===== config.mk =====
export PLATFORM = sky130hd
export DESIGN_NAME = rf_wb_arbiter_flat
export DESIGN_NICKNAME = d
export VERILOG_FILES = /design/src/rtl/rf_arb_pkg.sv /design/src/rtl/rf_wb_arbiter_if.sv /design/src/rtl/rf_wb_arbiter_rr_arbiter.sv /design/src/rtl/rf_wb_arbiter.sv /design/src/flat_wrapper.sv
export SDC_FILE = /design/constraint.sdc
export NUM_CORES = 1
export LEC_CHECK = 0
export ABC_CLOCK_PERIOD_IN_PS = 4400
export CAP_MARGIN = 20
export CORE_ASPECT_RATIO = 1.25
export CORE_MARGIN = 3
export CORE_UTILIZATION = 40
export CTS_BUF_LIST = sky130_fd_sc_hd__clkbuf_8
export DETAILED_ROUTE_END_ITERATION = 10
export PLACE_DENSITY = 0.9
export SYNTH_ARGS = -nofsm -noshare
export SYNTH_HDL_FRONTEND = slang
export SYNTH_SLANG_ARGS = --single-unit

===== constraint.sdc =====
create_clock -name clk -period 4.4 [get_ports clk]
set_input_delay 0.88 -clock clk [delete_from_list [all_inputs] [get_ports clk]]
set_output_delay 0.88 -clock clk [all_outputs]
set_load 0.03 [all_outputs]

===== src/rtl/rf_arb_pkg.sv =====
// Shared constants, write-port control payload and round-robin helper for the
// register-file write-back arbiter.
package rf_arb_pkg;

  localparam int unsigned REG_COUNT  = 32;
  localparam int unsigned REG_ADDR_W = 5;

  localparam logic [REG_ADDR_W-1:0] ZERO_REG = '0;

  // Registered write-port control toward the register file
  typedef struct packed {
    logic                  we;
    logic [REG_ADDR_W-1:0] dest;
  } wb_ctrl_t;

  // Pointer moves to the requester after the one just granted
  function automatic int unsigned rr_next_ptr(input int unsigned idx,
                                              input int unsigned num);
    int unsigned nxt;
    nxt = idx + 32'd1;
    if (nxt >= num) nxt = 32'd0;
    return nxt;
  endfunction

endpackage


===== src/rtl/rf_wb_arbiter_if.sv =====
// Write-back requester bus, register-file write port and decode scoreboard
// signals of rf_wb_arbiter; master = execution/decode side, slave = arbiter.
interface rf_wb_arbiter_if
  import rf_arb_pkg::*;
#(
  parameter int unsigned WIDTH   = 32,
  parameter int unsigned NUM_REQ = 3
);

  logic [NUM_REQ-1:0]            req_valid;
  logic [NUM_REQ*REG_ADDR_W-1:0] req_dest;
  logic [NUM_REQ*WIDTH-1:0]      req_data;
  logic [NUM_REQ-1:0]            req_ready;

  logic                          write_enable;
  logic [REG_ADDR_W-1:0]         Destination_select;
  logic [WIDTH-1:0]              DATA;

  logic                          reserve_valid;
  logic [REG_ADDR_W-1:0]         reserve_dest;
  logic [REG_ADDR_W-1:0]         Source_select_0;
  logic [REG_ADDR_W-1:0]         Source_select_1;
  logic                          hazard_0;
  logic                          hazard_1;
  logic [REG_COUNT-1:0]          busy;

  modport master (
    output req_valid, req_dest, req_data,
    output reserve_valid, reserve_dest, Source_select_0, Source_select_1,
    input  req_ready, write_enable, Destination_select, DATA,
    input  hazard_0, hazard_1, busy
  );

  modport slave (
    input  req_valid, req_dest, req_data,
    input  reserve_valid, reserve_dest, Source_select_0, Source_select_1,
    output req_ready, write_enable, Destination_select, DATA,
    output hazard_0, hazard_1, busy
  );

endinterface


===== src/rtl/rf_wb_arbiter_rr_arbiter.sv =====
// Round-robin grant logic: one-hot grant searched from the pointer upward,
// plus the pointer value to load when the grant is accepted.
module rr_arbiter
  import rf_arb_pkg::*;
#(
  parameter int unsigned NUM_REQ = 3,
  parameter int unsigned PTR_W   = $clog2(NUM_REQ)
) (
  input  logic [NUM_REQ-1:0] valid,
  input  logic [PTR_W-1:0]   ptr,
  input  logic               accept,
  output logic [NUM_REQ-1:0] grant,
  output logic [PTR_W-1:0]   grant_idx,
  output logic [PTR_W-1:0]   ptr_next
);

  logic        found;
  int unsigned cand;

  always_comb begin
    grant     = '0;
    grant_idx = '0;
    found     = 1'b0;
    cand      = 32'd0;
    for (int unsigned k = 0; k < NUM_REQ; k++) begin
      cand = 32'(ptr) + k;
      if (cand >= NUM_REQ) cand = cand - NUM_REQ;
      if (!found && valid[PTR_W'(cand)]) begin
        found                = 1'b1;
        grant[PTR_W'(cand)]  = 1'b1;
        grant_idx            = PTR_W'(cand);
      end
    end
    ptr_next = (accept && found) ? PTR_W'(rr_next_ptr(32'(grant_idx), NUM_REQ)) : ptr;
  end

endmodule


===== src/rtl/rf_wb_arbiter.sv =====
// Register-file write-back arbiter: round-robin grant, registered write port
// and a busy scoreboard for RAW hazards (built when RF_WB_SCOREBOARD_EN is defined).
module rf_wb_arbiter
  import rf_arb_pkg::*;
#(
  parameter int unsigned WIDTH   = 32,
  parameter int unsigned NUM_REQ = 3
) (
  input  logic                 clk,
  input  logic                 reset,
  input  logic                 flush,
  rf_wb_arbiter_if.slave       bus
);

  localparam int unsigned PTR_W = $clog2(NUM_REQ);

  logic [PTR_W-1:0]      ptr_q;
  logic [PTR_W-1:0]      ptr_d;
  logic [PTR_W-1:0]      grant_idx;
  logic [NUM_REQ-1:0]    grant;
  logic                  accept;
  logic [REG_ADDR_W-1:0] sel_dest;
  logic [WIDTH-1:0]      sel_data;
  wb_ctrl_t              ctrl_q;
  logic [WIDTH-1:0]      data_q;

  // A grant taken during flush is still handshaken but never written
  assign accept = (|grant) & ~flush;

  rr_arbiter #(.NUM_REQ(NUM_REQ), .PTR_W(PTR_W)) u_rr (
    .valid     (bus.req_valid),
    .ptr       (ptr_q),
    .accept    (accept),
    .grant     (grant),
    .grant_idx (grant_idx),
    .ptr_next  (ptr_d)
  );

  assign bus.req_ready = grant;
  assign sel_dest      = bus.req_dest[32'(grant_idx)*REG_ADDR_W +: REG_ADDR_W];
  assign sel_data      = bus.req_data[32'(grant_idx)*WIDTH +: WIDTH];

  // Output stage: writes to x0 load the payload but never strobe the port
  always_ff @(posedge clk or negedge reset) begin
    if (!reset) begin
      ptr_q  <= '0;
      ctrl_q <= '0;
      data_q <= '0;
    end else begin
      ptr_q <= ptr_d;
      if (accept) begin
        ctrl_q.we   <= (sel_dest != ZERO_REG);
        ctrl_q.dest <= sel_dest;
        data_q      <= sel_data;
      end else begin
        ctrl_q.we   <= 1'b0;
      end
    end
  end

  assign bus.write_enable       = ctrl_q.we;
  assign bus.Destination_select = ctrl_q.dest;
  assign bus.DATA               = data_q;

`ifdef RF_WB_SCOREBOARD_EN
  logic [REG_COUNT-1:0] busy_q;
  logic [REG_COUNT-1:0] busy_d;

  // Set after clear so a fresh reservation survives a same-cycle retire
  always_comb begin
    busy_d = busy_q;
    if (ctrl_q.we) busy_d[ctrl_q.dest] = 1'b0;
    if (bus.reserve_valid && (bus.reserve_dest != ZERO_REG))
      busy_d[bus.reserve_dest] = 1'b1;
    if (flush) busy_d = '0;
  end

  always_ff @(posedge clk or negedge reset) begin
    if (!reset) busy_q <= '0;
    else        busy_q <= busy_d;
  end

  assign bus.busy     = busy_q;
  assign bus.hazard_0 = (bus.Source_select_0 != ZERO_REG) & busy_q[bus.Source_select_0];
  assign bus.hazard_1 = (bus.Source_select_1 != ZERO_REG) & busy_q[bus.Source_select_1];
`else
  logic unused_sb;
  assign unused_sb    = ^{bus.reserve_valid, bus.reserve_dest,
                          bus.Source_select_0, bus.Source_select_1};
  assign bus.busy     = '0;
  assign bus.hazard_0 = 1'b0;
  assign bus.hazard_1 = 1'b0;
`endif

endmodule


===== src/flat_wrapper.sv =====
// flat-port wrapper written by rule: the top's interface ports become plain ports
module rf_wb_arbiter_flat import rf_arb_pkg::*;
#(
  parameter int unsigned WIDTH   = 32,
  parameter int unsigned NUM_REQ = 3
)
  (clk, reset, flush, bus_req_valid, bus_req_dest, bus_req_data, bus_reserve_valid, bus_reserve_dest, bus_Source_select_0, bus_Source_select_1, bus_req_ready, bus_write_enable, bus_Destination_select, bus_DATA, bus_hazard_0, bus_hazard_1, bus_busy);
  rf_wb_arbiter_if #(.WIDTH(WIDTH), .NUM_REQ(NUM_REQ)) bus_i ();
  input  logic clk;
  input  logic reset;
  input  logic flush;
  input wire logic [$bits(bus_i.req_valid)-1:0] bus_req_valid;
  input wire logic [$bits(bus_i.req_dest)-1:0] bus_req_dest;
  input wire logic [$bits(bus_i.req_data)-1:0] bus_req_data;
  input wire logic [$bits(bus_i.reserve_valid)-1:0] bus_reserve_valid;
  input wire logic [$bits(bus_i.reserve_dest)-1:0] bus_reserve_dest;
  input wire logic [$bits(bus_i.Source_select_0)-1:0] bus_Source_select_0;
  input wire logic [$bits(bus_i.Source_select_1)-1:0] bus_Source_select_1;
  output wire logic [$bits(bus_i.req_ready)-1:0] bus_req_ready;
  output wire logic [$bits(bus_i.write_enable)-1:0] bus_write_enable;
  output wire logic [$bits(bus_i.Destination_select)-1:0] bus_Destination_select;
  output wire logic [$bits(bus_i.DATA)-1:0] bus_DATA;
  output wire logic [$bits(bus_i.hazard_0)-1:0] bus_hazard_0;
  output wire logic [$bits(bus_i.hazard_1)-1:0] bus_hazard_1;
  output wire logic [$bits(bus_i.busy)-1:0] bus_busy;
  assign bus_i.req_valid = bus_req_valid;
  assign bus_i.req_dest = bus_req_dest;
  assign bus_i.req_data = bus_req_data;
  assign bus_i.reserve_valid = bus_reserve_valid;
  assign bus_i.reserve_dest = bus_reserve_dest;
  assign bus_i.Source_select_0 = bus_Source_select_0;
  assign bus_i.Source_select_1 = bus_Source_select_1;
  assign bus_req_ready = bus_i.req_ready;
  assign bus_write_enable = bus_i.write_enable;
  assign bus_Destination_select = bus_i.Destination_select;
  assign bus_DATA = bus_i.DATA;
  assign bus_hazard_0 = bus_i.hazard_0;
  assign bus_hazard_1 = bus_i.hazard_1;
  assign bus_busy = bus_i.busy;
  rf_wb_arbiter #(.WIDTH(WIDTH), .NUM_REQ(NUM_REQ)) u_core (.clk(clk), .reset(reset), .flush(flush), .bus(bus_i));
endmodule

Word-level counts from Yosys, hierarchy flattened --
Index checks and enable logic that the tools add are counted.
Operators by class: add/subtract/negate cells 6, multipliers 1, order comparisons 10, shifts and indexed selects 2, mux-type cells 26, bitwise logic cells 4, reductions and logical operators 10
Operators with widths (count):
- 96-bit by 8-bit variable part select with 32-bit output | 1
- 15-bit by 6-bit variable part select with 5-bit output | 1
- 2-bit 2-to-1 mux | 7
- 1-bit 2-to-1 mux | 10
- 3-bit by 2-bit >= comparator with 1-bit output, second input constant | 3
- 2-bit by 3-bit less-than comparator with 1-bit output, second input constant | 3
- 3-bit 2-to-1 mux | 3
- 2-bit by 1-bit adder with 3-bit output, second input constant | 2
- 1-bit binary-select mux with 2-bit select | 3
- 1-bit demux with 2-bit select | 3
- 2-bit by 1-bit >= comparator with 1-bit output, second input constant | 3
- 1-bit logical AND | 6
- 3-bit bitwise OR | 2
- 2-bit subtractor, second input constant | 3
- 2-bit by 3-bit multiplier with 5-bit output, second input constant | 1
- 5-bit nonzero test | 1
- 2-bit by 2-bit adder with 3-bit output, second input constant | 1
- 3-bit OR reduction | 1
- 2-bit >= comparator, second input constant | 1
- 1-bit zero test | 2
- 1-bit bitwise AND | 1
- 1-bit inverter | 1
Word-level totals: flip-flop bits (word level) 40, input bits 133, output and inout bits 75, logic and storage cells 63

Logic depth before layout (Yosys ltp) --
depth in word-level cells 15, mapped depth 11, gate-level depth less buffers 8

Hierarchy --
From an unflattened synthesis, not the netlist that was laid out.
Unflattened totals: cell total of the unflattened synthesis 316, area total of the unflattened synthesis 2772.7 um^2
Modules (own cells, without submodules):
- rf_wb_arbiter | instances 1, cells each 276, area an instance 2458.6 um^2, sequential area each 1001.0 um^2
- rr_arbiter | instances 1, cells each 40, area an instance 314.1 um^2, sequential area each 0.0 um^2

Worst setup path after synthesis --
No wires, ideal clock.
kind input -> register, from in bus_req_valid[0], to reg u_core.data_q[10] (netlist: u_core.bus.DATA[10]), setup time 0.125 ns, data arrival time 2.814 ns, data required time 4.275 ns, setup slack 1.461 ns, cell stages on the path 7, buffers on the path 1, path through mux2_4 -> mux2i_1 -> nor2_1 -> a31oi_1 -> o31a_1 -> buf_2 -> mux2_2
Between the ends: longest elaborated chain between the ends 11, elaborated cells on any way between the ends 23, those cells by class shift (1); mux (14); bitwise (3); reduce/logical (5)
Ends and longest elaborated chain:
- from (decl) | line flat_wrapper.sv:12 | input wire logic [$bits(bus_i.req_valid)-1:0] bus_req_valid;
- 1-bit binary-select mux with 2-bit select | line rf_wb_arbiter_rr_arbiter.sv:28 | if (!found && valid[PTR_W'(cand)]) begin
- 1-bit 2-to-1 mux (implied by the code) | line rf_wb_arbiter_rr_arbiter.sv:28
- 1-bit 2-to-1 mux | line rf_wb_arbiter_rr_arbiter.sv:28
- 1-bit zero test | line rf_wb_arbiter_rr_arbiter.sv:28
- 1-bit logical AND | line rf_wb_arbiter_rr_arbiter.sv:28
- 1-bit 2-to-1 mux | line rf_wb_arbiter_rr_arbiter.sv:28
- 1-bit zero test | line rf_wb_arbiter_rr_arbiter.sv:28
- 1-bit logical AND | line rf_wb_arbiter_rr_arbiter.sv:28
- 3-bit 2-to-1 mux * | line rf_wb_arbiter_rr_arbiter.sv:28
- via bus_req_ready[0] | line flat_wrapper.sv:19 | output wire logic [$bits(bus_i.req_ready)-1:0] bus_req_ready;
- 3-bit OR reduction * | line rf_wb_arbiter.sv:28 | assign accept = (|grant) & ~flush;
- 1-bit bitwise AND * | line rf_wb_arbiter.sv:28
- to (signal assigned) | line rf_wb_arbiter.sv:54 | data_q <= sel_data;
- to (decl) | line rf_wb_arbiter.sv:25 | logic [WIDTH-1:0] data_q;
The timed path passes the listed nets; every way through them passes the cells marked *. The select of a mux whose other input is x is not followed. A chain may end at the register's enable or synchronous reset.

Worst setup path after layout --
from in bus_req_valid[2], to out bus_req_ready[2]
Between the ends: longest elaborated chain between the ends 9, elaborated cells on any way between the ends 17, those cells by class mux (11); bitwise (2); reduce/logical (4)
Ends and longest elaborated chain (line):
- 1-bit binary-select mux with 2-bit select | rf_wb_arbiter_rr_arbiter.sv:28
- 1-bit 2-to-1 mux (implied by the code) | rf_wb_arbiter_rr_arbiter.sv:28
- 1-bit 2-to-1 mux | rf_wb_arbiter_rr_arbiter.sv:28
- 1-bit zero test | rf_wb_arbiter_rr_arbiter.sv:28
- 1-bit logical AND | rf_wb_arbiter_rr_arbiter.sv:28
- 1-bit 2-to-1 mux | rf_wb_arbiter_rr_arbiter.sv:28
- 1-bit zero test | rf_wb_arbiter_rr_arbiter.sv:28
- 1-bit logical AND | rf_wb_arbiter_rr_arbiter.sv:28
- 3-bit 2-to-1 mux * | rf_wb_arbiter_rr_arbiter.sv:28
- to (decl) | flat_wrapper.sv:19
Mark *: on every way between the ends. The rest lies on a longest branch, timed or not. The select of a mux whose other input is x is not followed.

==> results.md <==
* **count of routing violations after the opening detailed-route iteration** 47
* **register area share after synthesis** 33.0%
* **clock tree from TritonCTS** yes
* **distinct cell type count of the synthesized netlist** 32
* **setup violation total in the final timing report** 0
* **largest net degree at the start of global routing** 41
* **final worst-path setup slack** 0.363 ns
* **worst slack on hold paths** 0.509 ns
* **R2R depth** 9
* **number of nets with antenna violations after routing** 0
* **post-route fraction of the period consumed by the critical path** 91.8%
* **standby leakage power** 1.96 nW
* **filler-free cell count of the finished design** 502
* **Hold Path Origin** u_core.bus.DATA[20]
* **Relative slew margins** 40.0%
* **leading register cell type out of synthesis** dfrtp_1
* **proportion of netlist area held by the largest area contributor** 37.9%
* **transition time at the pin with the least slew margin** 0.899 ns
* **DRC** 0
* **FF+latch area** 1000 µm²
* **filler cell count in the final layout** 549
* **antenna violations before repair** 0
* **Congestion Overflow GR** 0
* **Syn Inst Count** 254
* **number of synthesized register bits** 40
* **critical path's slowest cell** clkdlybuf4s50_1
* **Clock Root Buffer** clkbuf_8
* **synth top area cells** mux2_2 38%, dfrtp_1 33%, buf_4 8.4%
* **vias in the first global route** 2678
* **number of cells after detailed placement** 495
* **status** completed
* **most instantiated library cell after synthesis** mux2_2
* **delay of the slowest cell on the worst path** 0.63 ns
* **final number of max-transition violations** 0
* **Fin Clk Skew** 0.00588 ns
* **endpoint required time on the critical path** 3.52 ns
* **minimum clock period** 4.04 ns
* **hold buffer count at CTS** 0
* **setup repair after global routing missed its margin** false
* **maximum vdd drop** 0.459 mV
* **RePlAce Congestion** 0.879
* **clock net sink count** 40
* **crit path DAT** 3.16 ns
* **first-pass detailed-route iteration total** 4
* **cells traversed along the worst timing path** clkdlybuf4s50_1, mux2i_1, o21ai_0, nand2_1, o22a_1, clkdlybuf4s50_1
* **R2R Setup Slk** 1.07 ns
* **Total Neg Setup Slack** 0 ns
* **DP HPWL** 6.94 mm
* **total global routing track utilization** 19.1%
* **final wirelength** 8.38 mm
* **Ys Warns** 0
* **WL per Instance** 16.7 µm
* **end of the worst hold path** u_core.bus.DATA[20]
* **terminus of the critical flop-to-flop path** u_core.bus.DATA[31]
* **synthesized cell area** 3030 µm²
* **CP Capture Type** output pin
* **depth of the worst hold-timing path** 1
* **multi-input gate area in the final layout** 1830 µm²
* **max-capacitance violation count** 0
* **growth of design area from synthesis to finish** 56.1%
* **post-CTS setup-driven buffer insertion count** 0
* **top cells by instance count after synthesis** 102 x mux2_2, 40 x dfrtp_1, 34 x buf_4, 11 x mux2_4, 8 x buf_2
* **area of the core** 7150 µm²
* **Setup crit start kind** input port
* **I/O Pins** 208
* **vertical extent of the die** 103 µm
* **Clock Pin Slew Worst Setup and Hold Paths** 0.07 ns
* **Async SR Flop Fraction** 100%
* **share of layout cells above drive strength 1** 32.8%
* **largest buffer count on any clock path** 2
* **std cell rows** 34
* **setup slack at placement** 0.361 ns
* **overall die width** 83.9 µm
* **endpoints failing hold** 0
* **total power divided by cell area** 823 nW/µm²
* **starting density of the core** 42.4%
* **wire length of the first global-routing pass** 13.1 mm
* **number of synthesized flops with an enable pin** 0
* **# diodes** 0
* **average footprint of a synthesized cell** 11.9 µm²
* **FF-to-FF Start** u_core.ptr_q[1]
* **via count** 2465
* **clock buffers created by TritonCTS** 5
* **Core Util, Final** 66.2%
* **Total Nets Final** 549
* **class of the most critical hold timing path** flip-flop to flip-flop
* **count of cells resized by post-cts repair** 0
* **average vias per placed instance** 4.91
* **die footprint** 8670 µm²
* **Worst Path Class, Setup** input port to output pin
* **most repeated library cell on the critical path** clkdlybuf4s50_1
* **maximum fanout along the worst path** 5
* **PortBufs** 157
* **top achievable clock speed** 248 MHz
* **cell type with the largest total area after synthesis** mux2_2
* **number of H-tree levels** 2
* **insertion delay to the later sink of the worst-skew pair** 0.29 ns
## metrics by stage
| step | instance area [µm²] | power [mW] |
|---|---|---|
| global route | 4730 | 4.14 |
| finish | 4730 | 3.89 |
| floorplan | 3160 | 2.67 |
| detailed placement | 4600 | 3.57 |
| CTS | 4730 | 3.93 |
| global placement | 4600 | 3.50 |
## power breakdown
group,internal (mW),total (mW),leakage [nW],switching (mW)
Clock,0.223,0.350,0.0642,0.126
Sequential,0.572,0.670,0.469,0.0981
Combinational,1.51,2.87,1.43,1.36
Total,2.31,3.89,1.96,1.58
## cell families after synthesis
kind of cell / share of synthesized area [%]
flops: 33.0
other cells: 0.124
mux: 45.7
compound gates: 4.50
fa+ha+maj: 1.65
buf+inv: 11.8
simple gates: 3.22
## state kept, by name, indices dropped and copies added (netlist names)
signal / flops
u_core.bus.Destination_select: 5
u_core.ptr_q: 2
u_core.bus.DATA: 32
u_core.bus.write_enable: 1
## cells in the final DEF, fill, tap and decap left out
master | synthesis | routed
and3b_1 | 1 | 1
or2_2 | 1 | 1
nand3_1 | 2 | 2
ha_1 | 4 | 4
o31a_2 | 0 | 1
o22a_1 | 2 | 2
mux2_4 | 11 | 11
buf_4 | 34 | 8
clkdlybuf4s50_1 | 0 | 156
nand2_1 | 3 | 3
mux2_1 | 1 | 1
nand2b_1 | 1 | 1
a221oi_2 | 1 | 1
a21oi_1 | 3 | 3
dfrtp_1 | 40 | 40
mux2_2 | 102 | 102
nor2_1 | 4 | 4
a221o_1 | 1 | 1
buf_2 | 8 | 1
a311o_1 | 1 | 1
inv_1 | 5 | 5
a31oi_1 | 1 | 1
nand3b_1 | 2 | 2
o21a_1 | 2 | 2
o22ai_4 | 0 | 2
nor2b_1 | 4 | 4
clkbuf_8 | 0 | 5
conb_1 | 1 | 34
o41a_1 | 1 | 1
mux2i_1 | 6 | 6
buf_12 | 0 | 1
o21ai_0 | 3 | 3
bufinv_16 | 0 | 2
## how the worst max path moves through the flow
| stage | end | cells after the start | from |
|---|---|---|---|
| 5_1_grt | bus_req_ready[0] | 6 | bus_req_valid[2] |
| 3_3_place_gp | bus_req_ready[2] | 6 | bus_req_valid[2] |
| 4_1_cts | bus_req_ready[2] | 6 | bus_req_valid[2] |
| 3_5_place_dp | bus_req_ready[2] | 6 | bus_req_valid[2] |
| 2_1_floorplan | u_core.bus.DATA[10] | 7 | bus_req_valid[0] |
| 6_report | bus_req_ready[2] | 6 | bus_req_valid[2] |
## worst max-delay path: cells and delay by family
kind	cells	cell delay, ns
AOI/OAI and AO/OA	2	0.73
buffers and inverters	2	1.17
muxes	1	0.14
and+or+nand+nor	1	0.25
## final cells by class
class	instances	share of cell area, %
Timing Repair Buffer	166	34.8
Tap cell	90	2.38
Sequential cell	40	21.1
Multi-Input combinational cell	194	38.6
Inverter	5	0.397
Clock inverter	2	1.27
Clock buffer	5	1.45
## routing by layer
metal,GRT usage [%],part of all wire [%],vias up
li1,-,-,1155
met1,19.2,34,1169
met2,37.7,55,124
met3,5.63,8.2,17
met4,6.56,2.2,0
met5,0,0,-
No activity file was read; power rests on OpenSTA's default activity.
